File: src/rtl/avl_button_led_slave.sv
// avl_button_led_slave
//   Avalon-MM responder giving the Nios II a debounced user button and a
//   board LED register. The button path is a 2-FF synchroniser followed by
//   a counter debounce. Debounced presses set a sticky EDGE flag, which
//   drives a maskable level IRQ, and bump an 8-bit wrapping press counter.
//
//   Register map (word addresses):
//     0 DATA  RO  bit0 = pressed, bits[15:8] = press count (any write clears)
//     1 EDGE  W1C bit0 = press seen (a set in the same cycle beats the clear)
//     2 MASK  RW  bit0 = irq enable
//     3 LED   RW  bits[LED_WIDTH-1:0]
//
// Ports
//   CLK12M         system clock
//   RST_BTN        asynchronous active-low reset
//   avs_address    word address
//   avs_read       read strobe; avs_readdata is valid the following cycle
//   avs_write      write strobe; the write takes effect on the same edge
//   avs_writedata  write data
//   avs_readdata   registered read data, 0 in the cycle after a non-read
//   irq            EDGE[0] & MASK[0]
//   USER_BTN       raw asynchronous button pin
//   LED            LED drive, straight from the LED register
module avl_button_led_slave #(
  parameter int   DEBOUNCE_CYCLES = 120000,
  parameter int   LED_WIDTH       = 8,
  parameter logic BTN_PRESS_LEVEL = 1'b0
) (
  input  logic                 CLK12M,
  input  logic                 RST_BTN,
  input  logic [1:0]           avs_address,
  input  logic                 avs_read,
  input  logic                 avs_write,
  input  logic [31:0]          avs_writedata,
  output logic [31:0]          avs_readdata,
  output logic                 irq,
  input  logic                 USER_BTN,
  output logic [LED_WIDTH-1:0] LED
);

  localparam int             CW       = (DEBOUNCE_CYCLES > 2) ? $clog2(DEBOUNCE_CYCLES) : 1;
  localparam logic [CW-1:0]  CNT_MAX  = CW'(DEBOUNCE_CYCLES - 1);
  localparam logic           RELEASED = ~BTN_PRESS_LEVEL;

  localparam logic [1:0] A_DATA = 2'd0;
  localparam logic [1:0] A_EDGE = 2'd1;
  localparam logic [1:0] A_MASK = 2'd2;
  localparam logic [1:0] A_LED  = 2'd3;

  // ---------------------------------------------------------------------
  // Synchroniser + debounce
  // ---------------------------------------------------------------------
  logic          sync1_q, sync2_q;
  logic          stable_q, stable_d;
  logic [CW-1:0] dbc_q, dbc_d;
  logic          press_evt;

  // Sync flops come out of reset at the released level so a button held
  // through reset is seen as a fresh change and counted from zero.
  always_ff @(posedge CLK12M or negedge RST_BTN) begin
    if (!RST_BTN) begin
      sync1_q <= RELEASED;
      sync2_q <= RELEASED;
    end else begin
      sync1_q <= USER_BTN;
      sync2_q <= sync1_q;
    end
  end

  always_comb begin
    stable_d  = stable_q;
    dbc_d     = '0;
    press_evt = 1'b0;
    if (sync2_q != stable_q) begin
      if (dbc_q == CNT_MAX) begin
        stable_d  = sync2_q;
        press_evt = (sync2_q == BTN_PRESS_LEVEL);
      end else begin
        dbc_d = dbc_q + 1'b1;
      end
    end
  end

  always_ff @(posedge CLK12M or negedge RST_BTN) begin
    if (!RST_BTN) begin
      stable_q <= RELEASED;
      dbc_q    <= '0;
    end else begin
      stable_q <= stable_d;
      dbc_q    <= dbc_d;
    end
  end

  // ---------------------------------------------------------------------
  // Registers
  // ---------------------------------------------------------------------
  logic                 wr_data, wr_edge, wr_mask, wr_led;
  logic [7:0]           pcnt_q, pcnt_d;
  logic                 edge_q, edge_d;
  logic                 mask_q, mask_d;
  logic [LED_WIDTH-1:0] led_q, led_d;
  logic [31:0]          rdata_q, rdata_d;
  logic                 pressed;

  assign wr_data = avs_write && (avs_address == A_DATA);
  assign wr_edge = avs_write && (avs_address == A_EDGE);
  assign wr_mask = avs_write && (avs_address == A_MASK);
  assign wr_led  = avs_write && (avs_address == A_LED);
  assign pressed = (stable_q == BTN_PRESS_LEVEL);

  always_comb begin
    // A write to DATA clears the counter; a press landing on the same edge
    // is still counted, giving 1.
    pcnt_d = pcnt_q;
    if (wr_data)        pcnt_d = {7'd0, press_evt};
    else if (press_evt) pcnt_d = pcnt_q + 8'd1;

    // Set wins over write-one-to-clear so a press is never lost.
    edge_d = press_evt | (edge_q & ~(wr_edge & avs_writedata[0]));

    mask_d = wr_mask ? avs_writedata[0] : mask_q;
    led_d  = wr_led  ? avs_writedata[LED_WIDTH-1:0] : led_q;

    // Read mux sees current register values, so a simultaneous write is
    // returned as the pre-write value.
    rdata_d = '0;
    if (avs_read) begin
      unique case (avs_address)
        A_DATA:  rdata_d = {16'd0, pcnt_q, 7'd0, pressed};
        A_EDGE:  rdata_d = {31'd0, edge_q};
        A_MASK:  rdata_d = {31'd0, mask_q};
        default: rdata_d = 32'(led_q);
      endcase
    end
  end

  always_ff @(posedge CLK12M or negedge RST_BTN) begin
    if (!RST_BTN) begin
      pcnt_q  <= '0;
      edge_q  <= 1'b0;
      mask_q  <= 1'b0;
      led_q   <= '0;
      rdata_q <= '0;
    end else begin
      pcnt_q  <= pcnt_d;
      edge_q  <= edge_d;
      mask_q  <= mask_d;
      led_q   <= led_d;
      rdata_q <= rdata_d;
    end
  end

  assign avs_readdata = rdata_q;
  assign irq          = edge_q & mask_q;
  assign LED          = led_q;

  // Write-data bits above the widest register field are ignored.
  logic unused_wdata;
  assign unused_wdata = ^avs_writedata;

endmodule

File: config.mk
export PLATFORM = sky130hd
export DESIGN_NAME = avl_button_led_slave
export DESIGN_NICKNAME = d
export VERILOG_FILES = /design/src/rtl/avl_button_led_slave.sv
export SDC_FILE = /design/constraint.sdc
export NUM_CORES = 1
export LEC_CHECK = 0
export ABC_CLOCK_PERIOD_IN_PS = 2200
export CORE_ASPECT_RATIO = 0.7
export CORE_MARGIN = 4
export CORE_UTILIZATION = 41
export DETAILED_ROUTE_END_ITERATION = 8
export PLACE_DENSITY = 0.75
export SKIP_CTS_REPAIR_TIMING = 1
export SYNTH_ARGS = -nofsm -noshare
export SYNTH_HDL_FRONTEND = slang
export SYNTH_SLANG_ARGS = --single-unit
File: constraint.sdc
create_clock -name CLK12M -period 2.2 [get_ports CLK12M]
set_input_delay 0.22 -clock CLK12M [delete_from_list [all_inputs] [get_ports CLK12M]]
set_output_delay 0.22 -clock CLK12M [all_outputs]
set_load 0.05 [all_outputs]
# ---- Yosys cells after proc, flatten, opt, wreduce, memory -nomap -nowiden
# Index checks and enable logic that the tools add are counted.
dict set report op_classes {
  n_addsub 2
  eq_ne 5
  muxes 8
  bitwise 7
  reduce_logical 7
}
# op n
set op_table {}
lappend op_table {{$pmux W16 S3} 1}
lappend op_table {{$mux W17} 2}
lappend op_table {{$add A17 B1 Y17 const B} 1}
lappend op_table {{$eq A17 B17 Y1 const B} 1}
lappend op_table {{$mux W16} 1}
lappend op_table {{$mux W8} 2}
lappend op_table {{$add A8 B1 Y8 const B} 1}
lappend op_table {{$eq A2 B2 Y1 const B} 2}
lappend op_table {{$logic_and A1 B1 Y1} 4}
lappend op_table {{$and A1 B1 Y1} 3}
lappend op_table {{$not A1 Y1} 3}
lappend op_table {{$eq A2 B1 Y1 const B} 1}
lappend op_table {{$logic_not A2 Y1} 1}
lappend op_table {{$mux W1} 2}
lappend op_table {{$reduce_and A2 Y1} 1}
lappend op_table {{$reduce_bool A2 Y1} 1}
lappend op_table {{$ne A1 B1 Y1} 1}
lappend op_table {{$or A1 B1 Y1} 1}
dict set report totals {
  ff_bits 70
  inputBits 39
  elab_cells 38
}

# ---- Depth between registers and ports, before layout
# Gate-level depths: netlist of run 1.
dict set report logic_depth {
  ltp_word 6
  ltp_mapped 6
}

# ---- Worst setup path before layout of run 1
# No wires, ideal clock.
dict set report synth_timing {
  path_type {register to register}
  start {register dbc_q[8]}
  end {register pcnt_q[5]}
  setup_time_ps 77
  arrival_time_ps 2180
  setup_slack_ps -57
  path_stages_with_launch 6
  n_path_buf 1
  period_less_slack_ps 2257
  path_cell_list {dfrtp_1 -> or4_1 -> or4_1 -> buf_2 -> or4_1 -> a21oi_1}
}
dict set report synth_via {
  elab_chain_len 4
}
# item line
set synth_lines {}
lappend synth_lines {{start: declaration} 55} ;# logic [CW-1:0] dbc_q, dbc_d;
lappend synth_lines {{start signal: assignment} 87} ;# dbc_q <= '0;
lappend synth_lines {{start signal: assignment} 90} ;# dbc_q <= dbc_d;
lappend synth_lines {{$eq A17 B17 Y1} 75} ;# if (dbc_q == CNT_MAX) begin
lappend synth_lines {{$mux W1} 75}
lappend synth_lines {{$mux W1} 74} ;# if (sync2_q != stable_q) begin
lappend synth_lines {{$reduce_bool A2 Y1 (no source line)} -}
lappend synth_lines {{end signal: assignment} 145} ;# pcnt_q <= pcnt_d;
lappend synth_lines {{end: declaration} 98} ;# logic [7:0] pcnt_q, pcnt_d;
# Every way passes these cells.
# A chain may end at the register's enable or synchronous reset.

# ---- Worst setup path after layout of run 1
# Same ends and word-level chain as after synthesis.

==> results of run 1 <==
-- kinds of logic after synthesis --
family	after synthesis	share of synthesized area
AND/OR/NAND/NOR	96	0.218
flip-flops	54	0.555
buffers and inverters	26	0.0651
AO/OA/AOI/OAI	19	0.0446
XOR/XNOR	14	0.0502
multiplexers	11	0.0548
adder cells (fa/ha/maj)	2	0.0102
other	1	0.00154
-- state kept, by name, indices dropped and copies added (netlist names) --
| register | flops |
|---|---|
| edge_q | 1 |
| sync1_q | 1 |
| pcnt_q | 8 |
| dbc_q | 17 |
| stable_q | 1 |
| avs_readdata | 16 |
| LED | 8 |
| mask_q | 1 |
| sync2_q | 1 |
-- layout by cell type (no fill, tap or decap), types with 6 or more instances in the layout --
cell type | netlist | routed
buf_4 | 16 | 13
and2_1 | 10 | 10
mux2_2 | 9 | 9
a21oi_1 | 9 | 7
dfrtp_1 | 51 | 50
xnor2_1 | 10 | 10
and3_1 | 11 | 11
clkbuf_8 | 0 | 6
nand4_1 | 6 | 6
nor2_1 | 18 | 18
clkdlybuf4s50_1 | 0 | 38
nand2_1 | 17 | 17
conb_1 | 1 | 16
nand3_1 | 7 | 7
inv_1 | 6 | 6
-- final cells by class --
| class | count | share of cell area |
|---|---|---|
| timing repair buffer | 54 | 0.166 |
| tap | 75 | 0.0304 |
| clock buffer | 6 | 0.0267 |
| clock inverter | 2 | 0.00526 |
| sequential | 54 | 0.439 |
| multi-input combinational | 158 | 0.326 |
| inverter | 6 | 0.00729 |
-- worst paths after layout --
kind	slack [ns]	to	cells past startpoint	from
min reg2reg	0.36	sync2_q$_DFF_PN1_	0	sync1_q$_DFF_PN1_
min in group asynchronous	0.48	dbc_q[1]$_DFF_PN0_	2	RST_BTN
min	0.31	sync1_q$_DFF_PN1_	1	USER_BTN
max reg2reg	0.02	pcnt_q[5]$_DFFE_PN0P_	4	dbc_q[8]$_DFF_PN0_
max in group asynchronous	1.06	dbc_q[11]$_DFF_PN0_	3	RST_BTN
max	0.02	pcnt_q[5]$_DFFE_PN0P_	4	dbc_q[8]$_DFF_PN0_
-- worst max-delay path, stage by stage (launching register included) --
cell     delay (ns)
dfrtp_1        0.40
or4_1          0.53
or4_4          0.50
or4_4          0.54
a21oi_2        0.15
-- where the power goes --
group	internal (mW)	total, mW	switching [mW]
Clock	0.260	0.592	0.332
Sequential	1.04	1.07	0.0318
Combinational	0.129	0.396	0.267
Total	1.43	2.06	0.631
-- per-layer routing --
layer	GRT usage	up-vias
met1	0.223	849
met5	0	-
met2	0.206	54
met4	0.0538	0
met3	0.0317	6
li1	-	862
==> results.md, run 1 <==
- Post-route ant nets: 0
- HP Class: primary input to register
- GRT Total Usage: 0.147
- CP Launch Type: register
- Final core occ: 0.537
- Final worst path period share: 0.993
- Most used flip-flop cell after synthesis: dfrtp_1
- Most instantiated cells after synthesis: dfrtp_1 (51), nor2_1 (18), nand2_1 (17)
- Status: finished, final reports clean
- Longest Clk Path Bufs: 2
- CTS Sinks: 54
- Gr ovfl total: 0
- Drt first-iter violations: 91
- Top routing layer in use: met4
- Routed wire length: 5220 um
- Fillers: 511
- CP Max Fanout: 9
- PnR worst setup slack: 0.0161 ns
- EDFF count, synth: 0
- VDD IR max: 315 uV
- Ant diodes: 0
- H-tree lvl count: 2
- Crit. End Element: register
- Slew HR: 0.554
- Design area: 0.00309 mm2
- Max-slew violations: 0
- Port Buffer Count: 39
- Area leader, netlist: dfrtp_1
- First-pass GRT wire length: 8310 um
- DP Wirelength: 3900 um
- Met2 routed wirelength: 2310 um
- Min cycle time layout: 2.18 ns
- DRC: 0
- Crit path DAT: 2.43 ns
- Die W: 100 um
- Worst setup path category: register to register
- #FFs+latches synth: 54
- Via density: 4.99
- Die area: 0.00727 mm2
- Clk_lat worst skew: 0.31 ns
- Cell Count Post-Placement: 345
- Root buffer cell: clkbuf_8
- Area of the multi-input gates: 0.00101 mm2
- Vias in the first global route: 1,606
- Cell Area, Placed: 0.00295 mm2
- Pwr Total: 2.06 mW
- Count of final hold-check violations: 0
- CTS clock-pin slew for the worst setup and hold paths: 0.10 ns
- Register area share after synthesis: 0.555
- LEAKAGE: 1.34 nW
- Yosys top cell area share: 0.523
- Initial cell density of the core: 0.424
- First-pass DRT Iterations: 4
- Final Wtd Congestion: 0.857
- Syn-to-layout area delta: 26.6%
- Avg Cell Area, Syn: 10.9 um2
- Synthesized area: 0.00244 mm2
- Met3 Routed Length: 292 um
- Gate Count Post-Synth: 223
- Data required, critical path: 2.45 ns
- Async set-reset flop share out of synthesis: 1.00
- Count leader, synth: dfrtp_1
- Synth unique cells: 34
- Skew final: 0.00720 ns
- Share of layout cells above drive strength 1: 0.157
- Ports: 80
- Wire per inst: 14.7 um
- Max_cap viols: 0
- Largest net degree at the start of global routing: 30
- Fin cells: 355
- Warnings, synthesis: 0
- Routed length on met1: 2550 um
- Hold Slack: 0.306 ns
- Total number of vias: 1,771
- Largest cells by area after synthesis: dfrtp_1 (52%), buf_4 (4.9%), mux2_2 (4.2%)
- Die H: 72.6 um
- CTS tree: built
- Initial antenna violation count: 0
- # rows: 23
- Unrepaired setup endpoints after global routing: true
- Setup_tns: 0 ns
- Nets: 320
- Num CTS Buffers: 5
- Achievable frequency: 458 MHz
- Place WS: -0.0677 ns
- Seq. cell area: 0.00136 mm2
- PD cells: 666 mW/mm2
- Slew @ Worst Pin: 0.669 ns
- Core Footprint: 0.00576 mm2
- Final setup violation count: 0
(Power assumes the default switching activity.)
==> run 2: changes to the inputs <==
--- a/config.mk
+++ b/config.mk
@@ -5,12 +5,13 @@
 export SDC_FILE = /design/constraint.sdc
 export NUM_CORES = 1
 export LEC_CHECK = 0
-export ABC_CLOCK_PERIOD_IN_PS = 2200
+export ABC_CLOCK_PERIOD_IN_PS = 2700
+export CAP_MARGIN = 20
 export CORE_ASPECT_RATIO = 0.7
 export CORE_MARGIN = 4
-export CORE_UTILIZATION = 41
+export CORE_UTILIZATION = 49
 export DETAILED_ROUTE_END_ITERATION = 8
-export PLACE_DENSITY = 0.75
+export PLACE_DENSITY = 0.85
 export SKIP_CTS_REPAIR_TIMING = 1
 export SYNTH_ARGS = -nofsm -noshare
 export SYNTH_HDL_FRONTEND = slang
==> constraint.sdc (replaced) <==
create_clock -name CLK12M -period 2.7 [get_ports CLK12M]
set_input_delay 0.27 -clock CLK12M [delete_from_list [all_inputs] [get_ports CLK12M]]
set_output_delay 0.27 -clock CLK12M [all_outputs]
set_load 0.05 [all_outputs]
==> run 2 against run 1 <==
Compared with the run above:
- die area shrank 15%
- routed wire length shrank 11%
- sequential share of layout area rose by 2.2 points
- first-iteration DRC count grew 1.1%
- largest cell class unchanged
- highest routed layer unchanged
- critical path type unchanged
- clock-buffer cell count grew 1
- non-clock buffer count shrank 12
==> results.md, run 2 (synthesized netlist as in run 1, its figures left out) <==
- Status: finished, final reports clean
- CP Launch Type: register
- Unrepaired setup endpoints after global routing: false
- Max-slew violations: 0 (unchanged)
- Achievable frequency: 409 MHz (-11%)
- # rows: 21 (-8.7%)
- CTS tree: built
- First-pass DRT Iterations: 4 (unchanged)
- Worst setup path category: register to register
- LEAKAGE: 1.26 nW (-6.0%)
- Slew HR: 0.617 (+0.0625)
- Root buffer cell: clkbuf_8
- Die area: 0.00619 mm2 (-15%)
- Nets: 308 (-3.8%)
- Final worst path period share: 0.906 (-0.0872)
- Port Buffer Count: 39 (unchanged)
- CTS clock-pin slew for the worst setup and hold paths: 0.09 ns (about the same)
- Initial cell density of the core: 0.508 (+0.0835)
- Setup_tns: 0 ns (unchanged)
- DP Wirelength: 3470 um (-11%)
- Longest Clk Path Bufs: 2 (unchanged)
- DRC: 0 (unchanged)
- Data required, critical path: 2.93 ns (+0.48 ns)
- H-tree lvl count: 2 (unchanged)
- HP Class: primary input to register
- CTS Sinks: 54 (unchanged)
- Gr ovfl total: 0 (unchanged)
- Clk_lat worst skew: 0.31 ns (about the same)
- Final core occ: 0.612 (+0.0748)
- Drt first-iter violations: 92 (+1.1%)
- Ports: 80 (unchanged)
- Vias in the first global route: 1,748 (+8.8%)
- Flop2flop setup slack: 0.26 ns (+0.24 ns)
- Total number of vias: 1,731 (-2.3%)
- CP Max Fanout: 10 (+1)
- First-pass GRT wire length: 7840 um (-5.6%)
- Wire per inst: 13.7 um (-6.7%)
- Skew final: 0.00737 ns (+0.000164 ns)
- Ant diodes: 0 (unchanged)
- VDD IR max: 343 uV (+8.6%)
- Count of final hold-check violations: 0 (unchanged)
- Via density: 5.14 (+3.0%)
- Die W: 92.4 um (-7.8%)
- Final Wtd Congestion: 0.877 (+2.4%)
- GRT Total Usage: 0.164 (+0.0168)
- Max_cap viols: 0 (unchanged)
- Min cycle time layout: 2.44 ns (+0.261 ns)
- Initial antenna violation count: 0 (unchanged)
- Crit path DAT: 2.68 ns (+0.25 ns)
- Most frequent cells in the layout: dfrtp_1 (51), clkdlybuf4s50_1 (38), nor2_1 (18)
- Syn-to-layout area delta: 20.5%
- PD cells: 550 mW/mm2 (-17%)
- Crit. End Element: register
- Core Footprint: 0.00481 mm2 (-16%)
- Num CTS Buffers: 5 (unchanged)
- Most common cell after layout, fill and taps aside: dfrtp_1
- Routed wire length: 4630 um (-11%)
- Final setup violation count: 0 (unchanged)
- Slew @ Worst Pin: 0.573 ns (-0.0959 ns)
- Post-route ant nets: 0 (unchanged)
- Die H: 67.1 um (-7.6%)
- Reg with most FFs: dbc_q
- Share of layout cells above drive strength 1: 0.0858 (-0.0713)
- Max reg flops: 17 (unchanged)
- Largest net degree at the start of global routing: 40 (+33%)
[run 2: final timing paths]
check / startpoint / depth (start not counted) / endpoint
worst max register to register: dbc_q[8]$_DFF_PN0_ / 4 / pcnt_q[2]$_DFFE_PN0P_
worst min-delay path: USER_BTN / 1 / sync1_q$_DFF_PN1_
min in group asynchronous: RST_BTN / 2 / LED[7]$_DFFE_PN0P_
max in group asynchronous: RST_BTN / 3 / sync2_q$_DFF_PN1_
worst min register to register: sync1_q$_DFF_PN1_ / 0 / sync2_q$_DFF_PN1_
worst max-delay path: dbc_q[8]$_DFF_PN0_ / 4 / pcnt_q[2]$_DFFE_PN0P_
[run 2: layout make-up]
| class | count | area (um2) |
|---|---|---|
| inverters | 6 | 22.5 |
| well taps | 69 | 86.3 |
| flip-flops and latches | 54 | 1360 |
| multi-input cells | 158 | 983 |
| clock buffers | 7 | 76.3 |
| repair buffers | 42 | 410 |
| fillers | 397 | 1870 |
| clock inverters | 1 | 7.51 |
[run 2: per-layer routing]
layer  share of wire  vias up  global-route usage  wire length (um)
met1            0.46      831               0.213              2130
li1                -      837                   -                 -
met3           0.092        5              0.0677               425
met4           0.011        0              0.0611                51
met5               0        -                   0                 0
met2            0.44       58               0.246              2010
[run 2: worst max-delay path, stage by stage (launching register included)]
cell and delay (ns):
dfrtp_1 0.45, or4_1 0.53, or4_1 0.68, or4b_1 0.55
a21oi_1 0.16
[run 2: per-stage QoR]
stage / total power, mW / std cells / setup WS, ns / cell area (um2) / hold WS [ns]
after global routing: 1.69 / 337 / 0.160 / 2940 / 0.350
final: 1.62 / 337 / 0.255 / 2940 / 0.361
after detailed placement: 1.20 / 328 / 0.277 / 2850 / 0.191
after global placement: 1.19 / 328 / 0.305 / 2850 / 0.185
after CTS: 1.64 / 336 / 0.251 / 2930 / -0.151
after floorplan: 1.10 / 238 / 0.443 / 2500 / -0.0256
[run 2: power breakdown]
group / switching, mW / internal [mW] / total [mW]
Clock: 0.248 / 0.184 / 0.432
Combinational: 0.214 / 0.0996 / 0.313
Sequential: 0.0256 / 0.847 / 0.873
Total: 0.487 / 1.13 / 1.62
